--- src/rtl/afe_serial_in_if.sv ---
// Link-side and consumer-side signal bundle for afe_serial_in.
// The master modport belongs to the driver and consumer; the slave modport belongs to the receiver.
interface afe_serial_in_if #(
  parameter int unsigned WIDTH = 20
);
  logic             enable;
  logic             cs_n;
  logic             mosi;
  logic             data_ack;
  logic [WIDTH-1:0] parallel_output;
  logic             data_valid;
  logic             frame_error;
  logic             overrun;
  logic             busy;

  modport master (
    output enable, cs_n, mosi, data_ack,
    input  parallel_output, data_valid, frame_error, overrun, busy
  );

  modport slave (
    input  enable, cs_n, mosi, data_ack,
    output parallel_output, data_valid, frame_error, overrun, busy
  );
endinterface

--- src/rtl/afe_serial_in.sv ---
// Serial frame receiver. It checks the frame length and holds the last good word until the consumer acknowledges it.
// cs_n is an active-high bit qualifier. A new frame may start only after a cs_n=0 cycle with enable high.
module afe_serial_in #(
  parameter int unsigned WIDTH = 20
) (
  input logic           clk,
  input logic           reset,
  afe_serial_in_if.slave bus
);

  typedef enum logic [1:0] {
    IDLE  = 2'd0,
    SHIFT = 2'd1,
    CHECK = 2'd2
  } state_e;

  state_e           state_q, state_d;
  logic             armed_q, armed_d;
  logic [4:0]       bit_count_q, bit_count_d;
  logic [WIDTH-1:0] shreg_q, shreg_d;
  logic [WIDTH-1:0] pout_q, pout_d;
  logic             dvalid_q, dvalid_d;
  logic             ferr_q, ferr_d;
  logic             ovr_q, ovr_d;

  logic start;
  assign start = armed_q & bus.enable & bus.cs_n;

  always_ff @(posedge clk or posedge reset) begin
    if (reset) begin
      state_q     <= IDLE;
      armed_q     <= 1'b0;
      bit_count_q <= '0;
      shreg_q     <= '0;
      pout_q      <= '0;
      dvalid_q    <= 1'b0;
      ferr_q      <= 1'b0;
      ovr_q       <= 1'b0;
    end else begin
      state_q     <= state_d;
      armed_q     <= armed_d;
      bit_count_q <= bit_count_d;
      shreg_q     <= shreg_d;
      pout_q      <= pout_d;
      dvalid_q    <= dvalid_d;
      ferr_q      <= ferr_d;
      ovr_q       <= ovr_d;
    end
  end

  always_comb begin
    state_d     = state_q;
    armed_d     = armed_q;
    bit_count_d = bit_count_q;
    shreg_d     = shreg_q;
    pout_d      = pout_q;
    dvalid_d    = dvalid_q;
    ferr_d      = 1'b0;
    ovr_d       = ovr_q;

    if (bus.enable && !bus.cs_n) armed_d = 1'b1;
    if (!bus.enable)             armed_d = 1'b0;

    if (dvalid_q && bus.data_ack) dvalid_d = 1'b0;

    unique case (state_q)
      IDLE: begin
        if (start) begin
          state_d     = SHIFT;
          armed_d     = 1'b0;
          shreg_d     = {shreg_q[WIDTH-2:0], bus.mosi};
          bit_count_d = 5'd1;
        end
      end

      SHIFT: begin
        if (bus.cs_n) begin
          shreg_d     = {shreg_q[WIDTH-2:0], bus.mosi};
          bit_count_d = (bit_count_q == 5'd31) ? 5'd31 : bit_count_q + 5'd1;
        end else begin
          state_d = CHECK;
        end
      end

      CHECK: begin
        if (bit_count_q == 5'(WIDTH)) begin
          pout_d   = shreg_q;
          dvalid_d = 1'b1;
          if (dvalid_q && !bus.data_ack) ovr_d = 1'b1;
        end else begin
          ferr_d = 1'b1;
        end
        // A frame that follows a single cs_n=0 gap has its first bit here, so it is started now instead of passing through IDLE.
        if (start) begin
          state_d     = SHIFT;
          armed_d     = 1'b0;
          shreg_d     = {shreg_q[WIDTH-2:0], bus.mosi};
          bit_count_d = 5'd1;
        end else begin
          state_d = IDLE;
        end
      end

      default: state_d = IDLE;
    endcase

    if (!bus.enable) ovr_d = 1'b0;
  end

  assign bus.parallel_output = pout_q;
  assign bus.data_valid      = dvalid_q;
  assign bus.frame_error     = ferr_q;
  assign bus.overrun         = ovr_q;
  assign bus.busy            = (state_q != IDLE);

endmodule

--- src/flat_wrapper.sv ---
// flat-port wrapper written by rule: the top's interface ports become plain ports
module afe_serial_in_flat 
#(
  parameter int unsigned WIDTH = 20
)
  (clk, reset, bus_enable, bus_cs_n, bus_mosi, bus_data_ack, bus_parallel_output, bus_data_valid, bus_frame_error, bus_overrun, bus_busy);
  afe_serial_in_if #(.WIDTH(WIDTH)) bus_i ();
  input logic clk;
  input logic reset;
  input wire logic [$bits(bus_i.enable)-1:0] bus_enable;
  input wire logic [$bits(bus_i.cs_n)-1:0] bus_cs_n;
  input wire logic [$bits(bus_i.mosi)-1:0] bus_mosi;
  input wire logic [$bits(bus_i.data_ack)-1:0] bus_data_ack;
  output wire logic [$bits(bus_i.parallel_output)-1:0] bus_parallel_output;
  output wire logic [$bits(bus_i.data_valid)-1:0] bus_data_valid;
  output wire logic [$bits(bus_i.frame_error)-1:0] bus_frame_error;
  output wire logic [$bits(bus_i.overrun)-1:0] bus_overrun;
  output wire logic [$bits(bus_i.busy)-1:0] bus_busy;
  assign bus_i.enable = bus_enable;
  assign bus_i.cs_n = bus_cs_n;
  assign bus_i.mosi = bus_mosi;
  assign bus_i.data_ack = bus_data_ack;
  assign bus_parallel_output = bus_i.parallel_output;
  assign bus_data_valid = bus_i.data_valid;
  assign bus_frame_error = bus_i.frame_error;
  assign bus_overrun = bus_i.overrun;
  assign bus_busy = bus_i.busy;
  afe_serial_in #(.WIDTH(WIDTH)) u_core (.clk(clk), .reset(reset), .bus(bus_i));
endmodule
--- config.mk ---
export PLATFORM = sky130hd
export DESIGN_NAME = afe_serial_in_flat
export DESIGN_NICKNAME = d
export VERILOG_FILES = /design/src/rtl/afe_serial_in_if.sv /design/src/rtl/afe_serial_in.sv /design/src/flat_wrapper.sv
export SDC_FILE = /design/constraint.sdc
export NUM_CORES = 1
export LEC_CHECK = 0
export CORE_UTILIZATION = 35
export CTS_CLUSTER_DIAMETER = 30
export CTS_CLUSTER_SIZE = 16
export DETAILED_ROUTE_END_ITERATION = 8
export PLACE_DENSITY_LB_ADDON = 0.12
export SLEW_MARGIN = 20
export SYNTH_ARGS = -nofsm -noshare
export SYNTH_HDL_FRONTEND = slang
export SYNTH_SLANG_ARGS = --single-unit
--- constraint.sdc ---
create_clock -name clk -period 1.85 [get_ports clk]
set_clock_uncertainty 0.05 [all_clocks]
set_input_delay 0.2775 -clock clk [delete_from_list [all_inputs] [get_ports clk]]
set_output_delay 0.2775 -clock clk [all_outputs]
set_load 0.01 [all_outputs]
* Yosys cells after proc, flatten, opt, wreduce, memory -nomap -nowiden *
Index checks and enable logic that the tools add are counted.

operators by class
  bitwise operators = 2
  reduce and logical (&&, ||, !) cells = 13
  multiplexer cells = 24
  eq/ne operators = 11
  add/sub/neg operators = 1

operators with widths
  operator                                               count
  two-way mux 20 bit                                     2
  one-hot mux 20 bit (2 select lines)                    1
  two-way mux 5 bit                                      3
  two-way mux 1 bit                                      14
  == test 5 bit, second input constant                   2
  inequality test 2 x 1 -> 1 bit, second input constant  5
  one-hot mux 5 bit (2 select lines)                     1
  one-hot mux 2 bit (3 select lines)                     1
  AND reduction 3 bit                                    2
  adder 5 x 1 -> 5 bit, second input constant            1
  two-way mux 2 bit                                      2
  inequality test 2 bit, second input constant           2
  AND reduction 2 bit                                    2
  nonzero test 2 bit                                     2
  logical AND 1 bit                                      3
  bitwise AND 1 bit                                      2
  == test 2 x 1 -> 1 bit, second input constant          1
  == test 2 bit, second input constant                   1
  logical NOT 1 bit                                      2
  logical NOT 2 bit                                      1
  OR reduction 2 bit                                     1

word-level totals
  word-level logic and storage cells = 59
  input bits = 6
  output and inout port bits = 24
  register bits after elaboration = 51

* Depth between registers and ports, before layout *
  depth in word-level cells = 6
  gate-level depth with buffers = 6

* Worst setup path after synthesis *
Ideal clock, no wire load.

  path type = flip-flop to flip-flop
  start point = register u_core.bit_count_q[0]
  end point = register u_core.pout_q[0], in the netlist u_core.bus.parallel_output[0]
  path slack = 0.297 ns
  stages on the path, launching flop included = 7
  arrival time = 1.379 ns
  period minus slack after synthesis = 1.553 ns
  setup time = 0.125 ns
  path buffers = 1
  cells stage by stage = dfrtp_1 inv_1 ha_1 nand4b_1 nor2_1 buf_2 mux2_2

on the way
  word-level cells in the longest chain between the ends = 2

ends and longest elaborated chain
  element                        RTL line             source
  start, declared                afe_serial_in.sv:19  logic [4:0] bit_count_q, bit_count_d;
  start signal, assigned         afe_serial_in.sv:42  bit_count_q <= bit_count_d;
  == test 5 bit                  afe_serial_in.sv:86  if (bit_count_q == 5'(WIDTH)) begin
  AND reduction 2 bit (no line)  --
  end signal, assigned           afe_serial_in.sv:44  pout_q <= pout_d;
  end, declared                  afe_serial_in.sv:21  logic [WIDTH-1:0] pout_q, pout_d;

No other way between the ends.
A chain may end at the register's enable or synchronous reset.

* Final worst setup path *
  start point = register u_core.bit_count_q[0]
  end point = register u_core.pout_q[2], in the netlist u_core.bus.parallel_output[2]

The elaborated chain is that of the path after synthesis.

==> results.sh <==
export IMPL_ys_types=31
export IMPL_antenna_found_initial=0
export IMPL_cts_hold_buf=0
export IMPL_ys_seq_elements=51
export IMPL_synth_adder_area_share_pct=1.214
export IMPL_ys_seq_area_share_pct=61.89
export IMPL_synth_compound_area_share_pct=5.340
export IMPL_drc_errors=0
export IMPL_nets=178
export IMPL_slew_violations=0
export IMPL_via_per_inst=4.811
export IMPL_final_setup_tns_ns=0
export IMPL_netlist_top_cells_area="dfrtp_1, mux2_2, mux2_4, mux2_1, ha_1"
export IMPL_synth_top_family_by_area="multiplexers"
export IMPL_synth_largest_area_cell="dfrtp_1"
export IMPL_wl_mm=3.239
export IMPL_fillCellCount=543
export IMPL_finalCritPeriodShare_pct=93.24
export IMPL_cp_slowest_cell="dfrtp_1"
export IMPL_fp_dieW_um=78.76
export IMPL_worstReg2RegStart="u_core.bit_count_q[0]"
export IMPL_grt_max_degree=38
export IMPL_io_buffers=29
export IMPL_worst_path_stages=6
export IMPL_start_util_pct=36.77
export IMPL_final_min_clock_period_ns=1.725
export IMPL_synthArstFlopShare_pct=100.0
export IMPL_p_leak_uw=0.001257
export IMPL_synthMuxAreaShare_pct=23.67
export IMPL_grt_first_pass_wirelength_mm=5.844
export IMPL_syn_nets=142
export IMPL_synthCells=134
export IMPL_dp_hpwl_mm=2.212
export IMPL_path_max_fanout=20
export IMPL_area_growth_pct=25.73
export IMPL_seq_area_mm2=0.001276
export IMPL_grt_overflow_total=0
export IMPL_path_clk_slew_ns=0.09
export IMPL_post_synth_top_area_fraction_pct=61.89
export IMPL_hp_class="in2async"
export IMPL_required_ns=1.99
export IMPL_crit_path_end="u_core.bus.parallel_output[2]"
export IMPL_hold_viol_final=0
export IMPL_gp_congestion=0.7811
export IMPL_ant_nets=0
export IMPL_rsz0062_at_grt="no"
export IMPL_syn_area_mm2=0.002062
export IMPL_drt_pass1_iter_count=4
export IMPL_critPathTopFamily="flip-flops"
export IMPL_end_kind="flop"
export IMPL_startpoint_type="flop"
export IMPL_r2r_setup_slack_ns=0.13
export IMPL_post_cts_buffers=0
export IMPL_final_util_pct=46.23
export IMPL_die_area_mm2=0.006202
export IMPL_ios=30
export IMPL_coreArea_mm2=0.005608
export IMPL_pwr_density_cell_mw_per_mm2=902.6
export IMPL_setup_viol=0
export IMPL_tightest_slew_ns=0.3322
export IMPL_maxCapViolCount=0
export IMPL_worstSetupStartpoint="u_core.bit_count_q[0]"
export IMPL_grt_pass1_vias=1200
export IMPL_cp_num_buf_inv=2
export IMPL_multi_input_area_um2=733.2
export IMPL_clock_fmax_ghz=0.5798
export IMPL_cp_arrival_ns=1.86
export IMPL_cts_root_buf="clkbuf_8"
export IMPL_status="finished, final reports clean"
export IMPL_cts_num_sinks=51
export IMPL_synth_most_common_cell="dfrtp_1"
export IMPL_synth_edff_count=0
export IMPL_fp_dieH_um=78.76
export IMPL_cts_resized=1
export IMPL_avgRoutedWirePerCell_um=13.33
export IMPL_cts_buffers=5
export IMPL_ctsHtreeMaxLevel=2
export IMPL_ys_warn_count=0
export IMPL_layout_drive_gt1_share_pct=29.82
export IMPL_fp_row_count=27
export IMPL_ys_flop_type="dfrtp_1"
export IMPL_path_class="reg2reg"
export IMPL_rr_endpoint="u_core.bus.parallel_output[2]"
export IMPL_worstRegToRegCells=6
export IMPL_cts_tree="built"
export IMPL_cts_buffer_depth=2
export IMPL_grt_total_usage_pct=12.60
export IMPL_vias=1169
export IMPL_clk_latency_ns=0.30
export IMPL_diodes=0
export IMPL_drtIter0Drc=81
export IMPL_cp_slowest_stage_delay_ns=0.42
export IMPL_crit_chain="inv_1 -> ha_1 -> nand4b_1 -> nor2_2 -> buf_12 -> mux2_2"
export IMPL_relSlewSlack_pct=77.82
export IMPL_synthSimpleGateAreaFrac_pct=5.218
export IMPL_syn_area_per_cell_um2=15.39
export IMPL_synthXorXnorAreaFrac_pct=0
export IMPL_ir_drop_uv=409.1
export IMPL_synth_commonest_cells="dfrtp_1, mux2_2, mux2_4, mux2_1, inv_1"
-- worst min-delay path by stage --
stage,from,endpoint,slack (ns)
after floorplan,bus_cs_n,u_core.state_q[1],0.29
after global placement,u_core.bus.overrun,u_core.bus.overrun,0.43
after detailed placement,u_core.bus.parallel_output[19],u_core.bus.parallel_output[19],0.45
after CTS,reset,u_core.shreg_q[4],0.20
after global routing,reset,u_core.bus.parallel_output[6],0.22
final,reset,u_core.shreg_q[4],0.20
-- where the power goes --
| part | switching [uW] | internal, uW |
|---|---|---|
| sequential | 88.9 | 1220 |
| combinational | 109 | 130 |
| clock | 350 | 438 |
| total | 549 | 1790 |
-- worst reg2reg max path: stages (launching register included) --
cell and delay (ns):
dfrtp_1 0.42, inv_1 0.07, ha_1 0.15, nand4b_1 0.20, nor2_2 0.19, buf_12 0.18
mux2_2 0.36
-- cells in the final DEF, fill, tap and decap left out, types with 2 or more instances in the layout --
master,count
clkdlybuf4s50_1,28
inv_1,4
buf_12,3
a21oi_1,3
dfrtp_1,51
and3b_1,2
mux2_4,10
mux2_2,24
nand2b_1,2
o21ai_0,4
mux2_1,6
nor2b_1,2
nand2_1,2
ha_1,2
clkbuf_8,6
-- flip-flops by register name (all words and copies together), names as in the netlist --
name,cells
u_core.bus.frame_error,1
u_core.bus.overrun,1
u_core.bus.data_valid,1
u_core.bus.parallel_output,20
u_core.state_q,2
u_core.bit_count_q,5
u_core.shreg_q,20
u_core.armed_q,1
-- through the flow --
step	instances	area, um2	setup WS (ns)	power (uW)	hold WS [ns]
2_1_floorplan	134	2062	0.2930	1491	0.2931
3_3_place_gp	235	2476	0.03589	1565	0.4330
3_5_place_dp	235	2476	0.02466	1585	0.4452
4_1_cts	243	2592	0.09750	2381	0.2031
5_1_grt	243	2592	0.02537	2488	0.2215
6_report	243	2592	0.1251	2340	0.2001
-- final cells by class --
type | instances | area share (%)
clock buffers | 6 | 3.185
well taps | 72 | 3.475
clock inverters | 2 | 1.351
repair buffers | 33 | 13.75
flip-flops and latches | 51 | 49.23
multi-input cells | 74 | 28.28
inverters | 5 | 0.7239
-- cells by family (layout without fill, tap and decap cells) --
| family | after synthesis | count (layout) |
|---|---|---|
| mux | 40 | 40 |
| fa+ha+maj | 2 | 2 |
| compound gates | 15 | 15 |
| simple gates | 17 | 17 |
| flops | 51 | 51 |
| buf+inv | 9 | 46 |
-- per-layer routing --
layer	routed length, um	GRT usage (%)	share of wire, %
met1	1473	16.08	45
met2	1577	19.65	49
met3	138	4.253	4.3
met4	49	5.000	1.5
met5	0	0	0
No activity file was read; power rests on OpenSTA's default activity.
